$ cat src/rtl/if_stage.sv
// ---------------------------------------------------------------------------
// if_stage: instruction-fetch stage of the five-stage pipeline.
//
// Owns the program counter, fetches from an instruction memory that may insert
// wait states, selects the next PC from EX / ID / sequential sources and drives
// the IF/ID pipeline register. Holds on decode load-use bubbles and squashes
// wrong-path fetches after redirects, including fetches still outstanding.
//
// Optional feature macro: IF_IRQ_EN (adds the irq port and interrupt markers).
//
// Ports
//   clk, reset_b        clock, asynchronous active-low reset
//   imem_req/imem_addr  fetch request and word address, held until imem_ready
//   imem_ready/rdata    response strobe and instruction word
//   bubble              decode-stage load-use stall
//   PCSrcJ/PCSrcJR      decode-stage J / JR redirect, targets jump/jr_address
//   exception           decode-stage illegal instruction (to EXC_VEC)
//   EX_BranchTaken      EX-stage taken branch, target EX_BranchAddr
//   irq                 external interrupt (IF_IRQ_EN only)
//   IF_ID               {PC_Plus4, Instruction}
//   IF_IRQ              IF_ID slot is an interrupt marker
//
// state  | meaning
// S_REQ  | request outstanding at pc; its word will be used
// S_KILL | request outstanding at pc; its word is dropped, then jump to redir_pc
// S_HELD | no request; a fetched word waits in the buffer for bubble to clear
// ---------------------------------------------------------------------------
module if_stage #(
  parameter logic [31:0] RESET_PC = 32'h8000_0000,
  parameter logic [31:0] IRQ_VEC  = 32'h8000_0004,
  parameter logic [31:0] EXC_VEC  = 32'h8000_0008
) (
  input  logic        clk,
  input  logic        reset_b,
  output logic        imem_req,
  output logic [31:0] imem_addr,
  input  logic        imem_ready,
  input  logic [31:0] imem_rdata,
  input  logic        bubble,
  input  logic        PCSrcJ,
  input  logic        PCSrcJR,
  input  logic [31:0] jump_address,
  input  logic [31:0] jr_address,
  input  logic        exception,
  input  logic        EX_BranchTaken,
  input  logic [31:0] EX_BranchAddr,
`ifdef IF_IRQ_EN
  input  logic        irq,
`endif
  output logic [63:0] IF_ID,
  output logic        IF_IRQ
);

  typedef enum logic [1:0] {
    S_REQ  = 2'd0,
    S_KILL = 2'd1,
    S_HELD = 2'd2
  } state_t;

  state_t      state_q, state_d;
  logic [31:0] pc_q, pc_d;
  logic [31:0] redir_pc_q, redir_pc_d;
  logic [31:0] buf_q, buf_d;
  logic [63:0] if_id_q, if_id_d;
  logic        if_irq_q, if_irq_d;

  logic [31:0] pc_seq;
  logic        irq_take;
  logic        redirect;
  logic [31:0] target;

  // Bit 31 is the kernel bit; sequential fetch never carries into it.
  assign pc_seq = {pc_q[31], pc_q[30:0] + 31'd4};

`ifdef IF_IRQ_EN
  // Interrupts are only taken from user space and never while a kill is
  // already pending, so the return address is always a real fetch PC.
  assign irq_take = irq && !pc_q[31] && (state_q != S_KILL) && !EX_BranchTaken;
`else
  assign irq_take = 1'b0;
`endif

  always_comb begin
    redirect = 1'b0;
    target   = 32'h0;
    if (EX_BranchTaken) begin
      redirect = 1'b1;
      target   = EX_BranchAddr;
    end else if (irq_take) begin
      redirect = 1'b1;
      target   = IRQ_VEC;
    end else if (!bubble && exception) begin
      redirect = 1'b1;
      target   = EXC_VEC;
    end else if (!bubble && PCSrcJR) begin
      redirect = 1'b1;
      target   = jr_address;
    end else if (!bubble && PCSrcJ) begin
      redirect = 1'b1;
      target   = jump_address;
    end
  end

  always_comb begin
    state_d    = state_q;
    pc_d       = pc_q;
    redir_pc_d = redir_pc_q;
    buf_d      = buf_q;
    if_id_d    = if_id_q;
    if_irq_d   = if_irq_q;

    if (redirect) begin
      // Interrupt marker carries the interrupted PC as the return address.
      if_id_d  = irq_take ? {pc_q, 32'h0} : 64'h0;
      if_irq_d = irq_take;
      if ((state_q != S_HELD) && !imem_ready) begin
        // Request still in flight: park the target until the word arrives.
        redir_pc_d = target;
        state_d    = S_KILL;
      end else begin
        pc_d    = target;
        state_d = S_REQ;
      end
    end else begin
      case (state_q)
        S_REQ: begin
          if (imem_ready) begin
            if (bubble) begin
              buf_d   = imem_rdata;
              state_d = S_HELD;
            end else begin
              if_id_d  = {pc_seq, imem_rdata};
              if_irq_d = 1'b0;
              pc_d     = pc_seq;
            end
          end else if (!bubble) begin
            if_id_d  = 64'h0;
            if_irq_d = 1'b0;
          end
        end
        S_KILL: begin
          if (imem_ready) begin
            pc_d    = redir_pc_q;
            state_d = S_REQ;
          end
          if (!bubble) begin
            if_id_d  = 64'h0;
            if_irq_d = 1'b0;
          end
        end
        S_HELD: begin
          if (!bubble) begin
            if_id_d  = {pc_seq, buf_q};
            if_irq_d = 1'b0;
            pc_d     = pc_seq;
            state_d  = S_REQ;
          end
        end
        default: state_d = S_REQ;
      endcase
    end
  end

  always_ff @(posedge clk or negedge reset_b) begin
    if (!reset_b) begin
      state_q    <= S_REQ;
      pc_q       <= RESET_PC;
      redir_pc_q <= RESET_PC;
      buf_q      <= 32'h0;
      if_id_q    <= 64'h0;
      if_irq_q   <= 1'b0;
    end else begin
      state_q    <= state_d;
      pc_q       <= pc_d;
      redir_pc_q <= redir_pc_d;
      buf_q      <= buf_d;
      if_id_q    <= if_id_d;
      if_irq_q   <= if_irq_d;
    end
  end

  // An abandoned request during reset is simply dropped by the memory.
  assign imem_req  = reset_b && (state_q != S_HELD);
  assign imem_addr = pc_q;
  assign IF_ID     = if_id_q;
  assign IF_IRQ    = if_irq_q;

endmodule

$ cat config.mk
export PLATFORM = sky130hd
export DESIGN_NAME = if_stage
export DESIGN_NICKNAME = d
export VERILOG_FILES = /design/src/rtl/if_stage.sv
export SDC_FILE = /design/constraint.sdc
export NUM_CORES = 1
export LEC_CHECK = 0
export CAP_MARGIN = 40
export CORE_ASPECT_RATIO = 0.9
export CORE_UTILIZATION = 30
export DETAILED_ROUTE_END_ITERATION = 7
export GPL_ROUTABILITY_DRIVEN = 1
export PLACE_DENSITY = 0.61
export REMOVE_ABC_BUFFERS = 1
export SYNTH_ARGS = -nofsm -noshare
export SYNTH_HDL_FRONTEND = slang
export SYNTH_SLANG_ARGS = --single-unit
$ cat constraint.sdc
create_clock -name clk -period 2.4 [get_ports clk]
set_clock_uncertainty 0.1 [all_clocks]
set_input_delay 0.36 -clock clk [delete_from_list [all_inputs] [get_ports clk]]
set_output_delay 0.36 -clock clk [all_outputs]
set_load 0.03 [all_outputs]
# After elaboration in Yosys (flattened, before gate mapping)
# Cells that the tools add are included.
# W data, S select, Z words.
[word_totals] regBits=163 latchBits=0 ram_bits=0 rom_bits=0 inputBits=136 out_inout_bits=98 wordCells=65 n_memories=0
[classes] add_sub_neg=1 n_mul=0 div_mod_pow=0 n_lt_le_gt_ge=0 n_eq_ne=10 shifts=0 muxes=30 n_bitwise=1 n_reduce_logical=17
[ops] cell="$mux W64" n=5
[ops] cell="$mux W32" n=8
[ops] cell="$pmux W64 S3" n=1
[ops] cell="$pmux W32 S3" n=1
[ops] cell="$add A31 B3 Y31 const B" n=1
[ops] cell="$mux W31" n=1
[ops] cell="$ne A3 B3 Y1 const B" n=4
[ops] cell="$reduce_and A4 Y1" n=3
[ops] cell="$mux W2" n=5
[ops] cell="$mux W1" n=8
[ops] cell="$pmux W2 S3" n=1
[ops] cell="$logic_and A1 B1 Y1" n=5
[ops] cell="$ne A2 B2 Y1 const B" n=2
[ops] cell="$ne A4 B4 Y1 const B" n=1
[ops] cell="$reduce_and A2 Y1" n=2
[ops] cell="$reduce_bool A4 Y1" n=1
[ops] cell="$reduce_and A3 Y1" n=1
[ops] cell="$reduce_or A3 Y1" n=1
[ops] cell="$eq A2 B1 Y1 const B" n=1
[ops] cell="$eq A2 B2 Y1 const B" n=1
[ops] cell="$logic_not A1 Y1" n=2
[ops] cell="$logic_not A2 Y1" n=1
[ops] cell="$ne A2 B1 Y1 const B" n=1
[ops] cell="$reduce_bool A2 Y1" n=1
[ops] cell="$not A1 Y1" n=1

# Longest topological paths before layout
[depth] depth_word=8 depth_mapped=10 mapped_depth_nobuf=8

# Worst setup path before layout
# OpenSTA, ideal clock, no wires.
[synth_path] path_type="register to register" startpoint="reg pc_q[2] (netlist: imem_addr[2])" endpoint="reg if_id_q[62] (netlist: IF_ID[62])" arrival_ps=2231 required_time_ps=2208 slack_ps=-23 stages_incl_launch_ff=9 synth_period_minus_slack_ps=2423 cell_sequence="dfrtp_1 > ha_1 > and3_4 > and4_4 > buf_8 > nand2_4 > or4_1 > and3_1 > o31ai_2"
[synth_between] elab_chain_len=5 word_cells_on_any_way=6
[synth_rtl] item="from (decl)" line="61" source="logic [31:0] pc_q, pc_d;"
[synth_rtl] item="from (signal assigned)" line="174" source="pc_q <= pc_d;"
[synth_rtl] item="$add A31 B3 Y31 *" line="73" source="assign pc_seq = {pc_q[31], pc_q[30:0] + 31'd4};"
[synth_rtl] item="$mux W64" line="128" source="if (bubble) begin"
[synth_rtl] item="$mux W64" line="127" source="if (imem_ready) begin"
[synth_rtl] item="$pmux W64 S3 *" line="125" source="case (state_q)"
[synth_rtl] item="$mux W64 *" line="112" source="if (redirect) begin"
[synth_rtl] item="to (signal assigned)" line="177" source="if_id_q <= if_id_d;"
[synth_rtl] item="to (decl)" line="64" source="logic [63:0] if_id_q, if_id_d;"
# Every way passes the cells marked *; elsewhere a longest branch is shown, timed or not. The select of a mux whose other input is x is not followed.
# A chain may end at the register's enable or synchronous reset.

# Final worst setup path
[layout_path] startpoint="reg pc_q[18] (netlist: imem_addr[18])" endpoint="out imem_addr[18]"
[layout_rtl] item="to (decl)" line="36" source="output logic [31:0] imem_addr,"
# No word-level cell between the ends.

==> impl_metrics.py <==
metrics = {
    "run_status": {
        "outcome": "completed",
    },
    "route": {
        "vias": 10000,
        "drc_errors": 0,
        "drt_iter0_drc": 755,
        "wire_per_inst_um": 20.5,
        "first_pass_iters": 7,
        "via_per_inst": 5.70,
        "routed_wl_um": 36100,
        "antenna_left": 0,
    },
    "timing": {
        "period_share": 0.946,
        "period_needed_ns": 2.27,
        "worstMarginPinSlew_ns": 0.724,
        "hold_viol_final": 0,
        "slew_viol_final": 0,
        "setup_violations": 0,
        "max_clock_freq_ghz": 0.440,
        "relSlewSlack": 0.518,
        "whs_ns": 0.352,
        "rsz0062_at_grt": "false",
    },
    "global_route": {
        "track_usage": 0.224,
        "grt_pass1_vias": 9940,
        "antenna_found_initial": 0,
        "grt_max_degree": 119,
        "grt_pass1_wl_um": 56600,
        "grt_overflow": 0,
    },
    "yosys": {
        "ys_seq_area_frac": 0.425,
        "yosys_warnings": 0,
        "post_synth_num_cell_types": 78,
        "synthesis.area_um2": 9550,
        "synth_edf_count": 0,
        "syn_inst": 1052,
        "ys_ff_latch": 162,
        "syn_area_per_cell_um2": 9.07,
        "ys_dominant_reg_cell": "dfrtp_1",
        "async_flop_share": 1.00,
    },
    "clock_network": {
        "cts.sinks": 162,
        "cts_max_level": 4,
        "root_buffer": "clkbuf_16",
        "cts_tree": "done",
        "clock_latency_ns": 0.44,
        "clockBufferDepth": 2,
        "cts_buffers": 17,
        "clkTransAtPathRegs_ns": 0.07,
    },
    "die": {
        "placeableCoreArea_um2": 31100,
        "fp.dieH_um": 171,
        "start_util": 0.307,
        "die_x_um": 190,
        "dieArea_um2": 32500,
        "io_pins": 234,
        "rows": 61,
    },
    "worst_setup_path": {
        "crit_chain": "buf_4, clkdlybuf4s50_1",
        "setup.worst_path.start_class": "flop",
        "required_ns": 1.94,
        "crit_path_end_kind": "primary output",
        "arrival_ns": 1.81,
        "setup.worst_path.class": "reg2out",
        "worst_path_largest_cell_delay_ns": 0.67,
        "cp_max_fo": 6,
        "slowest_stage": "clkdlybuf4s50_1",
    },
    "pwr": {
        "p_per_area_nw_per_um2": 699,
        "power.leakage_nw": 5.59,
        "fin_total_pwr_w": 0.00971,
        "ir_drop_mv": 0.611,
    },
    "finish": {
        "postLayoutCoreUtil": 0.448,
        "final_area_um2": 13900,
        "fin_nets": 1480,
        "drive_gt1_frac": 0.178,
        "area_growth_pct": 45.7,
    },
    "worst_hold_path": {
        "worstHoldPathType": "in2reg",
    },
    "placed_design": {
        "io_buffers": 232,
        "place_area_um2": 13200,
        "gp_congestion": 0.869,
        "hpwlAfterDp_um": 25600,
    },
    "job": {
        "maxCapViolCount": 0,
    },
}
==> metrics by stage <==
stage,setup TNS (ns),instances,worst slack (ns)
after global placement,-15.60,1728,-0.291
after global routing,0,1761,0.00755
after detailed placement,-19.48,1728,-0.299
after floorplan,-205.46,954,-2.98
after CTS,0,1760,0.0380
final,0,1762,0.129
==> per-layer routing <==
metal	vias up	GRT usage	part of all wire
met1	5001	0.305	0.45
met3	45	0.0467	0.072
met5	-	0	0
met2	407	0.362	0.46
met4	0	0.0498	0.013
li1	4589	-	-
==> synthesized netlist by cell type, types with 15 or more instances <==
master / instances / share of area
nor2_1: 64 / 0.025
inv_1: 18 / 0.0071
a22oi_1: 35 / 0.028
o21ai_0: 71 / 0.037
dfrtp_1: 160 / 0.42
buf_2: 15 / 0.0079
mux2_2: 34 / 0.040
o31ai_1: 50 / 0.039
a22o_1: 16 / 0.015
a21oi_1: 69 / 0.036
xnor2_1: 16 / 0.015
nand2_1: 135 / 0.053
a221oi_1: 93 / 0.085
clkbuf_1: 64 / 0.025
==> what timing repair did <==
item	in CTS	in global routing
buffers inserted	0	1
hold buffers	1	0
setup endpoints to repair	4	24
hold endpoints to repair	26	0
gates cloned	0	0
gates resized for setup	3	17
==> cells by family after synthesis <==
logic type               count (synthesis)  share of synthesized area
adder cells (fa/ha/maj)                  4                    0.00524
XOR/XNOR                                25                     0.0229
buffers and inverters                  117                     0.0544
flip-flops                             162                      0.425
multiplexers                            35                     0.0412
AND/OR/NAND/NOR                        294                      0.146
other                                    1                   0.000393
AO/OA/AOI/OAI                          414                      0.305
==> state kept, by name (all words and copies together), names as in the netlist <==
signal	count
IF_ID	64
buf_q	32
imem_addr	32
redir_pc_q	32
state_q	2
==> power by group <==
group / total, W / internal, W / switching [W] / leakage, nW
clock network: 0.00294 / 0.00177 / 0.00117 / 0.286
logic: 0.00322 / 0.00146 / 0.00176 / 3.23
registers: 0.00356 / 0.00316 / 0.000399 / 2.08
total: 0.00971 / 0.00639 / 0.00333 / 5.59
==> critical path: cells and delay by family, from the launching register on <==
kind	cells	cell delay [ns]
buffers and inverters	2	0.88
DFF	1	0.49
==> layout by cell type, fill, tap and decap left out, types with 5 or more instances in the layout <==
cell,n
inv_1,17
a221oi_1,93
nand4_1,9
buf_6,7
nand2b_1,5
dfrtp_1,158
clkdlybuf4s50_1,229
xor2_1,9
a21oi_1,69
o21ai_0,69
clkbuf_16,17
buf_12,18
nand3_1,11
a31oi_1,10
buf_4,110
nor2_1,64
nor3_1,13
o211ai_1,8
o22ai_1,12
and3_1,8
a22o_1,16
a21o_1,10
mux2_2,34
a211oi_1,5
nand2_1,134
o31ai_1,50
xnor2_1,16
a22oi_1,35
==> final cells by class <==
cell class	count	area, µm²
diodes	1	2.50
clock buffers	22	454
clock inverters	9	156
fillers	2979	17200
inverters	19	71.3
multi-input cells	773	5070
flip-flops and latches	162	4060
well taps	409	512
repair buffers	367	3580
==> path summary, 6_finish.rpt <==
kind	startpoint	endpoint	slack [ns]	cells after the start
min in group asynchronous	reset_b	state_q[1]	0.56	3
setup reg to reg	state_q[1]	imem_addr[25]	0.14	8
hold reg to reg	redir_pc_q[6]	redir_pc_q[6]	0.37	2
setup / recovery	imem_addr[18]	imem_addr[18]	0.13	2
hold / removal	imem_ready	IF_ID[59]	0.35	3
max in group asynchronous	reset_b	imem_addr[10]	1.12	3
Note: power is estimated with default switching activity, not from simulation.
